--- src/rtl/serial_to_parallel_rx.sv ---
// -----------------------------------------------------------------------------
// serial_to_parallel_rx
//
// Stereo serial-to-parallel receiver for the MSDAP input path. Two MSB-first
// serial streams (left/right) framed by a one-cycle `frame` strobe on the MSB
// are assembled into WIDTH-bit words. Each completed L/R pair is pushed into a
// small circular FIFO that is drained over a valid/ready handshake.
//
// Optional feature macro: S2P_FRAME_CHECK_EN
//   defined   - a frame seen while a word is in progress flags frame_err,
//               discards the partial word and restarts capture on that edge.
//   undefined - frames during a word are ignored; frame_err is tied to 0.
//
// Parameters:
//   WIDTH      bits per serial word
//   FIFO_DEPTH word-pair buffer entries (power of two, >= 2)
//   CNT_WIDTH  width of word_cnt
//
// Ports:
//   clk        in   data clock, all logic on posedge
//   reset      in   asynchronous, active-low reset
//   frame      in   word-start strobe, coincident with the MSB
//   serial_L   in   left-channel serial data, MSB first
//   serial_R   in   right-channel serial data, MSB first
//   out_ready  in   consumer accepts the head pair
//   out_valid  out  FIFO non-empty
//   data_L     out  head left word (holds last head when empty)
//   data_R     out  head right word (holds last head when empty)
//   overflow   out  sticky, a completed pair was dropped
//   frame_err  out  sticky, mid-word frame seen
//   word_cnt   out  pairs completed (wraps)
// -----------------------------------------------------------------------------
module serial_to_parallel_rx #(
  parameter int WIDTH      = 16,
  parameter int FIFO_DEPTH = 2,
  parameter int CNT_WIDTH  = 16
) (
  input  logic                 clk,
  input  logic                 reset,
  input  logic                 frame,
  input  logic                 serial_L,
  input  logic                 serial_R,
  input  logic                 out_ready,
  output logic                 out_valid,
  output logic [WIDTH-1:0]     data_L,
  output logic [WIDTH-1:0]     data_R,
  output logic                 overflow,
  output logic                 frame_err,
  output logic [CNT_WIDTH-1:0] word_cnt
);

  localparam int BIT_W  = $clog2(WIDTH);
  localparam int PTR_W  = $clog2(FIFO_DEPTH);
  localparam int FCNT_W = $clog2(FIFO_DEPTH + 1);

  typedef enum logic {IDLE, SHIFT} state_t;

  state_t state, next_state;

  logic [BIT_W-1:0] bit_cnt;
  // Only WIDTH-1 bits are stored: the LSB is taken straight from the serial
  // input on the completion edge.
  logic [WIDTH-2:0] shift_l, shift_r;
  logic [WIDTH-1:0] asm_l, asm_r;
  logic             load_msb, shift_en, push;
`ifdef S2P_FRAME_CHECK_EN
  logic             mid_frame;
`endif

  logic [WIDTH-1:0]  mem_l [FIFO_DEPTH];
  logic [WIDTH-1:0]  mem_r [FIFO_DEPTH];
  logic [PTR_W-1:0]  wr_ptr, rd_ptr, head_idx;
  logic [FCNT_W-1:0] fifo_cnt, remain;
  logic              pop, full, push_ok, drop;

  assign asm_l = {shift_l, serial_L};
  assign asm_r = {shift_r, serial_R};

  // State register.
  always_ff @(posedge clk or negedge reset) begin
    if (!reset) state <= IDLE;
    else        state <= next_state;
  end

  // Next-state and control decode. The completion edge is the SHIFT edge with
  // bit_cnt at zero; that edge samples bit 0 and pushes the pair.
  always_comb begin
    next_state = state;
    load_msb   = 1'b0;
    shift_en   = 1'b0;
    push       = 1'b0;
`ifdef S2P_FRAME_CHECK_EN
    mid_frame  = 1'b0;
`endif
    case (state)
      IDLE: begin
        if (frame) begin
          load_msb   = 1'b1;
          next_state = SHIFT;
        end
      end
      SHIFT: begin
`ifdef S2P_FRAME_CHECK_EN
        if (frame) begin
          mid_frame = 1'b1;
          load_msb  = 1'b1;
        end else begin
          shift_en = 1'b1;
          if (bit_cnt == '0) begin
            push       = 1'b1;
            next_state = IDLE;
          end
        end
`else
        shift_en = 1'b1;
        if (bit_cnt == '0) begin
          push       = 1'b1;
          next_state = IDLE;
        end
`endif
      end
      default: next_state = IDLE;
    endcase
  end

  // Shift registers and bit counter. A load shifts just like a normal bit;
  // stale bits fall off the top before the word completes.
  always_ff @(posedge clk or negedge reset) begin
    if (!reset) begin
      shift_l <= '0;
      shift_r <= '0;
      bit_cnt <= '0;
    end else begin
      if (load_msb || shift_en) begin
        shift_l <= asm_l[WIDTH-2:0];
        shift_r <= asm_r[WIDTH-2:0];
      end
      if (load_msb)      bit_cnt <= BIT_W'(WIDTH - 2);
      else if (shift_en) bit_cnt <= bit_cnt - BIT_W'(1);
    end
  end

  // A pop on the same edge frees a slot, so a push into a full FIFO is still
  // accepted when the consumer is draining.
  assign out_valid = (fifo_cnt != '0);
  assign pop       = out_valid && out_ready;
  assign full      = (fifo_cnt == FCNT_W'(FIFO_DEPTH));
  assign push_ok   = push && (!full || pop);
  assign drop      = push && full && !pop;
  assign remain    = fifo_cnt - FCNT_W'(pop);
  assign head_idx  = rd_ptr + PTR_W'(pop);

  // FIFO storage and pointers.
  always_ff @(posedge clk or negedge reset) begin
    if (!reset) begin
      wr_ptr   <= '0;
      rd_ptr   <= '0;
      fifo_cnt <= '0;
      for (int i = 0; i < FIFO_DEPTH; i++) begin
        mem_l[i] <= '0;
        mem_r[i] <= '0;
      end
    end else begin
      if (push_ok) begin
        mem_l[wr_ptr] <= asm_l;
        mem_r[wr_ptr] <= asm_r;
        wr_ptr        <= wr_ptr + PTR_W'(1);
      end
      if (pop) rd_ptr <= rd_ptr + PTR_W'(1);
      fifo_cnt <= fifo_cnt + FCNT_W'(push_ok) - FCNT_W'(pop);
    end
  end

  // Registered head outputs. If entries survive this edge the next head is
  // already in memory; otherwise a pair arriving into an emptying FIFO becomes
  // the head directly; with nothing left the last head is held.
  always_ff @(posedge clk or negedge reset) begin
    if (!reset) begin
      data_L <= '0;
      data_R <= '0;
    end else if (remain != '0) begin
      data_L <= mem_l[head_idx];
      data_R <= mem_r[head_idx];
    end else if (push_ok) begin
      data_L <= asm_l;
      data_R <= asm_r;
    end
  end

  // Status: sticky overflow and the completed-pair counter, which counts
  // dropped pairs too.
  always_ff @(posedge clk or negedge reset) begin
    if (!reset) begin
      overflow <= 1'b0;
      word_cnt <= '0;
    end else begin
      if (drop) overflow <= 1'b1;
      if (push) word_cnt <= word_cnt + CNT_WIDTH'(1);
    end
  end

`ifdef S2P_FRAME_CHECK_EN
  // Sticky mid-word frame flag.
  always_ff @(posedge clk or negedge reset) begin
    if (!reset)         frame_err <= 1'b0;
    else if (mid_frame) frame_err <= 1'b1;
  end
`else
  assign frame_err = 1'b0;
`endif

endmodule

--- config.mk ---
export PLATFORM = sky130hd
export DESIGN_NAME = serial_to_parallel_rx
export DESIGN_NICKNAME = d
export VERILOG_FILES = /design/src/rtl/serial_to_parallel_rx.sv
export SDC_FILE = /design/constraint.sdc
export NUM_CORES = 1
export LEC_CHECK = 0
export CORE_UTILIZATION = 50
export DETAILED_ROUTE_END_ITERATION = 6
export PLACE_DENSITY = 0.7
export SLEW_MARGIN = 20
export SYNTH_ARGS = -nofsm -noshare
export SYNTH_HDL_FRONTEND = slang
export SYNTH_SLANG_ARGS = --single-unit
--- constraint.sdc ---
create_clock -name clk -period 2.3 [get_ports clk]
set_clock_uncertainty 0.2 [all_clocks]
set_input_delay 0.345 -clock clk [delete_from_list [all_inputs] [get_ports clk]]
set_output_delay 0.345 -clock clk [all_outputs]
set_load 0.01 [all_outputs]
==> results of run 1 <==
[sequential cells by signal, summed over array words and instances, names as in the netlist]
name / flops
shift_l: 15
state: 1
wr_ptr: 1
data_R: 16
word_cnt: 16
data_L: 16
rd_ptr: 1
mem_r: 32
fifo_cnt: 2
mem_l: 32
overflow: 1
shift_r: 15
bit_cnt: 4
[metrics by stage]
| stage | utilization | total power, W | setup WS, ns |
|---|---|---|---|
| 3_5_place_dp | 0.579 | 0.00820 | 0.0168 |
| 4_1_cts | 0.626 | 0.0111 | 0.0377 |
| 2_1_floorplan | - | 0.00678 | 0.256 |
| 6_report | 0.626 | 0.0110 | 0.0678 |
| 5_1_grt | 0.626 | 0.0117 | 0.0113 |
| 3_3_place_gp | 0.579 | 0.00803 | 0.0648 |
[cell usage after synthesis, drive strengths merged, types with 3 or more instances]
| master | instances | area share |
|---|---|---|
| a211oi | 32 | 0.036 |
| a21oi | 36 | 0.027 |
| and2b | 10 | 0.011 |
| buf | 20 | 0.026 |
| clkbuf | 8 | 0.0045 |
| dfrtp | 152 | 0.56 |
| ha | 5 | 0.0093 |
| inv | 9 | 0.0050 |
| mux2 | 96 | 0.18 |
| mux2i | 32 | 0.047 |
| nand2 | 6 | 0.0033 |
| nand3 | 4 | 0.0037 |
| nand4 | 3 | 0.0050 |
| nor2 | 6 | 0.0057 |
| nor2b | 22 | 0.020 |
| nor3 | 8 | 0.0059 |
| xnor2 | 10 | 0.014 |
| xor2 | 10 | 0.013 |
[worst max-delay path, cell delays in order, from the launching register on]
cell	delay [ns]
dfrtp_1	0.44
or2_2	0.35
clkdlybuf4s50_1	0.49
[layer usage]
layer / vias to the layer above / track usage / routed length, µm
met5: - / 0 / 0
met4: 0 / 0.0817 / 170
met3: 17 / 0.0449 / 336
met2: 63 / 0.300 / 5850
met1: 2030 / 0.272 / 6040
li1: 1862 / - / -
[cell families after synthesis]
logic type      after synthesis  synth area share
compound gates               71            0.0662
xor+xnor                     20            0.0271
fa+ha+maj                     5           0.00927
buf+inv                      37            0.0358
flops                       152             0.564
mux                         128             0.224
other cells                   1          0.000556
simple gates                 71            0.0731
[what timing repair did]
item	4_1_cts	5_1_grt
endpoints found under the hold margin	56	0
setup buffers	0	0
setup endpoints to repair	0	0
hold buffers	1	0
[placed cells by master, fill, tap and decap left out, types with 12 or more instances in the layout]
cell type	instances
buf_12	12
mux2i_1	32
clkdlybuf4s50_1	54
mux2_1	30
dfrtp_1	152
clkbuf_16	17
a211oi_1	32
mux2_2	36
mux2_4	30
a21oi_1	35
nor2b_1	22
[path summary, 6_finish.rpt]
check	from	end	slack (ns)	cells past startpoint
worst max-delay path	fifo_cnt[0]	out_valid	0.07	2
worst min register to register	word_cnt[15]	word_cnt[15]	0.28	1
worst min-delay path	reset	data_L[11]	0.28	2
min in group clk	word_cnt[15]	word_cnt[15]	0.28	1
max in group asynchronous	reset	data_R[9]	0.99	3
worst max register to register	bit_cnt[0]	fifo_cnt[1]	0.16	9
[power by group through the flow]
stage / sequential [W] / combinational (W) / clock, W
2_1_floorplan: 0.00451 / 0.00227 / 0
3_3_place_gp: 0.00458 / 0.00345 / 0
3_5_place_dp: 0.00463 / 0.00358 / 0
4_1_cts: 0.00462 / 0.00360 / 0.00290
5_1_grt: 0.00476 / 0.00389 / 0.00304
6_report: 0.00460 / 0.00354 / 0.00284
[final cells by class]
class                   count  area share
clock buffers              23      0.0591
clock inverters             9      0.0145
inverters                   9     0.00409
multi-input cells         296       0.331
flip-flops and latches    152       0.461
well taps                 176      0.0267
repair buffers             76       0.104
==> impl_results.md, run 1 <==
* Outcome: completed
* Fin Setup TNS at 0 ns
* Synth Flop Type: dfrtp_1
* Remaining antenna violation count after routing at 0
* Req. time, crit path at between 1.5 and 2 ns
* Clk slew on worst S/H paths at around 0.06 ns
* Net Sw Frac at 0.307
* DIE WIDTH at 118 µm
* DR vias at 3972
* Final Setup Violations at 0
* Routability Congestion at 0.770
* Int Pwr at about 0.0076 W
* WP data arrival at ~1.7 ns
* CTS sink count at around 150
* PostCTS Resize Cnt at 0
* Layout filler cell count at 1015
* Crit. End Element: primary output
* First-pass GRT wire length at ~21000 µm
* GRT Total Usage at 0.197
* Cell area after layout at between 8000 and 9000 µm²
* Sequential share of the synthesized area at 0.564
* Layout Cells excl Fill at approximately 740
* DP Area at 7640 µm²
* GRT Residual Overflow at 0
* Pwr per Cell Area at 1330 nW/µm²
* Seq pwr share at 0.419
* Pins Over Slew Limit at 0
* DRT iter0 DRCs at between 150 and 200
* Net switching power figure at roughly 0.0034 W
* Async S/R FF share, synth at 1.00
* Leak at 3.67 nW
* Die Span Y at between 100 and 150 µm
* Maximum VDD drop at 0.630 mV
* CTS tree: done
* Final nets at ~560
* Routed WL at roughly 12000 µm
* YS warnings at 0
* RSZ-0062 raised after global routing: no
* Storage element area at 3800 µm²
* Tmin final at ~2.2 ns
* Yosys reg bits at ~150
* Post-Syn Area at a little under 7000 µm²
* Mapped Avg Cell Area at approximately 14 µm²
* H-tree lvl count at 4
* P&R area growth vs syn at 22.4%
* Final Hold Vio Count at 0
* Die area at 14000 µm²
* Max-Cap Viols at 0
* Fraction of layout cells with a size suffix above 1 at 0.228
* Dpl hpwl at approximately 7600 µm
* Clk Latency, worst-skew pair at ~0.42 ns
* Wire per inst at approximately 17 µm
* Initial Util at 0.512
* Area of the multi-input gates at 2730 µm²
* Critical setup path kind: reg2out
* Core ar. at about 13000 µm²
* Max Root-Sink Buffers at 2
* Vias per cell at around 5.4
* Largest net degree at the start of global routing at 60
* Clock Power Share at 0.258
* CP Launch Type: flip-flop
* Initial antenna violation count at 0
* Final worst-path cycle share at 0.971
* PortBufs at 55
* Post-synth EDFFs at 0
* Syn Nets at 496
* TritonCTS buffer count at 17
* Vias in the first global route at around 4.1k
* Ports at 57
* Mapped Cells at about 490
* F_max at around 0.45 GHz
* Hold crit path type: in2async
* Netlist cell types at 41
* Placed Cells at between 700 and 800
* Ant diodes at 0
* Combinational power share at 0.323
* Relative slew slack at 0.624
* Pre-Repair DR Iteration Count at 4
* DRC at 0
* Critical Path Fanout Max at 4
* Slew at the pin closest to its max-slew limit at around 0.56 ns
* Root Buffer: clkbuf_16
* Site Rows at 42
* Worst Hold Slack at ~0.28 ns
No activity file was read; power rests on OpenSTA's default activity.
==> inputs of run 2 (changes only) <==
--- a/config.mk
+++ b/config.mk
@@ -7,7 +7,7 @@
 export LEC_CHECK = 0
 export CORE_UTILIZATION = 50
 export DETAILED_ROUTE_END_ITERATION = 6
-export PLACE_DENSITY = 0.7
+export PLACE_DENSITY = 0.73
 export SLEW_MARGIN = 20
 export SYNTH_ARGS = -nofsm -noshare
 export SYNTH_HDL_FRONTEND = slang
==> constraint.sdc (replaced) <==
create_clock -name clk -period 2 [get_ports clk]
set_clock_uncertainty 0.2 [all_clocks]
set_input_delay 0.3 -clock clk [delete_from_list [all_inputs] [get_ports clk]]
set_output_delay 0.3 -clock clk [all_outputs]
set_load 0.01 [all_outputs]
==> impl_results.md, run 2 (synthesis results as in run 1) <==
* Outcome: finished, violations left
* Violated checks: negative setup slack
* CTS sink count at around 150
* Die Span Y at 118 µm
* DRT iter0 DRCs at between 150 and 200
* Clk slew on worst S/H paths at ~0.050 ns
* Final Hold Vio Count at 0
* Net Sw Frac at 0.316
* Most frequent cells in the layout: dfrtp_1 (150), mux2_4 (59), clkdlybuf4s50_1 (53)
* Pins Over Slew Limit at 0
* R2R Setup Slk at -0.03 ns
* GRT Total Usage at 0.210
* Critical path's top delay family: simple AND/OR/NAND/NOR gates
* DIE WIDTH at 118 µm
* Largest regs: mem_l (32), mem_r (32)
* Root Buffer: clkbuf_16
* Buffers & Inverters on Critical Path at 4
* FF-to-FF path depth at 9
* RSZ-0062 raised after global routing: yes
* GRT Residual Overflow at 0
* Tmin final at ~2.0 ns
* Int Pwr at 0.00887 W
* Storage element area at around 3800 µm²
* Ports at 57
* Site Rows at 42
* Critical-path top delay cell: dfrtp_1
* Largest net degree at the start of global routing at 51
* First-pass GRT wire length at 22700 µm
* Critical setup path kind: reg2reg
* Clk Latency, worst-skew pair at approximately 0.42 ns
* Pre-CTS setup slack at -0.204 ns
* Vias per cell at approximately 5.4
* Fin Setup TNS at -0.0556 ns
* Seq pwr share at 0.412
* TritonCTS buffer count at 17
* Combinational power share at 0.367
* Initial Util at 0.512
* Power, Total at 0.0130 W
* P&R area growth vs syn at 28.8%
* Critical Path Fanout Max at 6
* PortBufs at 55
* Reg2reg start: bit_cnt[0]
* Hold crit path type: in2async
* Max-Cap Viols at 0
* Clock Power Share at 0.221
* Crit. End Element: flip-flop
* Final worst-path cycle share at 1.02
* Commonest non-fill, non-tap cell in the layout: dfrtp_1
* Req. time, crit path at 2.14 ns
* Wire per inst at roughly 18 µm
* CP Launch Type: flip-flop
* Ant diodes at 0
* Pre-Repair DR Iteration Count at 4
* Net switching power figure at 0.00409 W
* Remaining antenna violation count after routing at 0
* DRC at 0
* H-tree lvl count at 4
* DR vias at slightly above 4k
* Layout filler cell count at between 900 and 1k
* Critical Path Max Stage Delay at between 0.3 and 0.4 ns
* Core ar. at 13200 µm²
* CTS tree: done
* Max Root-Sink Buffers at 2
* Post-layout util at 0.659
* Worst path cell trace: inv_2 -> ha_4 -> and4bb_4 -> buf_6 -> buf_12 -> nand4_4 -> buf_4 -> nor3_2 -> xor2_1
* Die area at ~14000 µm²
* Initial antenna violation count at 0
* Maximum VDD drop at approximately 0.70 mV
* Dpl hpwl at approximately 8000 µm
* F_max at 0.491 GHz
* Final Setup Violations at 7
* Leak at between 3 and 4 nW
* Post-route setup slack at -0.0348 ns
* Vias in the first global route at around 4.3k
* Pwr per Cell Area at between 1000 and 1500 nW/µm²
* Final nets at 598
* Reg2Reg Capture Point: word_cnt[11]
* Routability Congestion at approximately 0.80
* Area of the multi-input gates at roughly 3000 µm²
* Fraction of layout cells with a size suffix above 1 at 0.336
* Routed WL at approximately 14000 µm
* WP data arrival at between 2 and 2.5 ns
[run 2: layout make-up]
cell class | count | share of cell area
multi-input cells | 296 | 0.339
clock buffers | 22 | 0.0522
clock inverters | 5 | 0.00604
repair buffers | 111 | 0.135
inverters | 9 | 0.00389
well taps | 176 | 0.0253
flip-flops and latches | 152 | 0.438
[run 2: repair_timing]
| item | 4_1_cts | 5_1_grt |
|---|---|---|
| cloned | 0 | 1 |
| setup endpoints to repair | 108 | 84 |
| pin swaps | 7 | 6 |
| gates resized for setup | 48 | 14 |
| endpoints found under the hold margin | 40 | 0 |
| setup buffers | 5 | 13 |
| hold buffers | 1 | 0 |
[run 2: how the worst max path moves through the flow]
stage | startpoint | to | cells past startpoint
6_report | bit_cnt[0] | word_cnt[11] | 9
5_1_grt | bit_cnt[0] | word_cnt[11] | 9
4_1_cts | bit_cnt[0] | mem_l[13] | 7
3_5_place_dp | out_ready | data_L[4] | 8
3_3_place_gp | out_ready | data_L[1] | 8
2_1_floorplan | bit_cnt[0] | fifo_cnt[1] | 10
[run 2: power by group through the flow]
stage / sequential [W] / combinational [W] / clock [W]
floorplan: 0.00519 / 0.00262 / 0
global placement: 0.00525 / 0.00415 / 0
detailed placement: 0.00531 / 0.00433 / 0
CTS: 0.00532 / 0.00470 / 0.00290
global route: 0.00550 / 0.00516 / 0.00305
finish: 0.00534 / 0.00476 / 0.00286
[run 2: layer usage]
| metal | share of wire | wire length, µm | GRT usage | vias to the layer above |
|---|---|---|---|---|
| li1 | - | - | - | 1925 |
| met1 | 0.46 | 6280 | 0.280 | 2129 |
| met2 | 0.50 | 6800 | 0.335 | 72 |
| met3 | 0.031 | 430 | 0.0492 | 14 |
| met4 | 0.013 | 171 | 0.0769 | 0 |
| met5 | 0 | 0 | 0 | - |
[run 2: metrics by stage]
step                      hold WS [ns]  instance area, µm²  instances
final                            0.187                8690        771
after global routing             0.218                8690        771
after CTS                        0.195                8530        758
after detailed placement        0.0619                7780        725
after global placement          0.0613                7780        725
after floorplan                 -0.196                6760        485
[run 2: worst reg2reg max path, stage by stage, from the launching register on]
cell and delay, ns:
dfrtp_1 0.39, inv_2 0.10, ha_4 0.13, and4bb_4 0.27, buf_6 0.13, buf_12 0.11, nand4_4 0.13, buf_4 0.19
nor3_2 0.16, xor2_1 0.16
==> inputs of run 3 (changes only) <==
--- a/config.mk
+++ b/config.mk
@@ -5,6 +5,7 @@
 export SDC_FILE = /design/constraint.sdc
 export NUM_CORES = 1
 export LEC_CHECK = 0
+export ABC_AREA = 0
 export CORE_UTILIZATION = 50
 export DETAILED_ROUTE_END_ITERATION = 6
 export PLACE_DENSITY = 0.73
==> results of run 3 <==
Same layout as run 2: the final DEF is identical, and so are final timing and power.
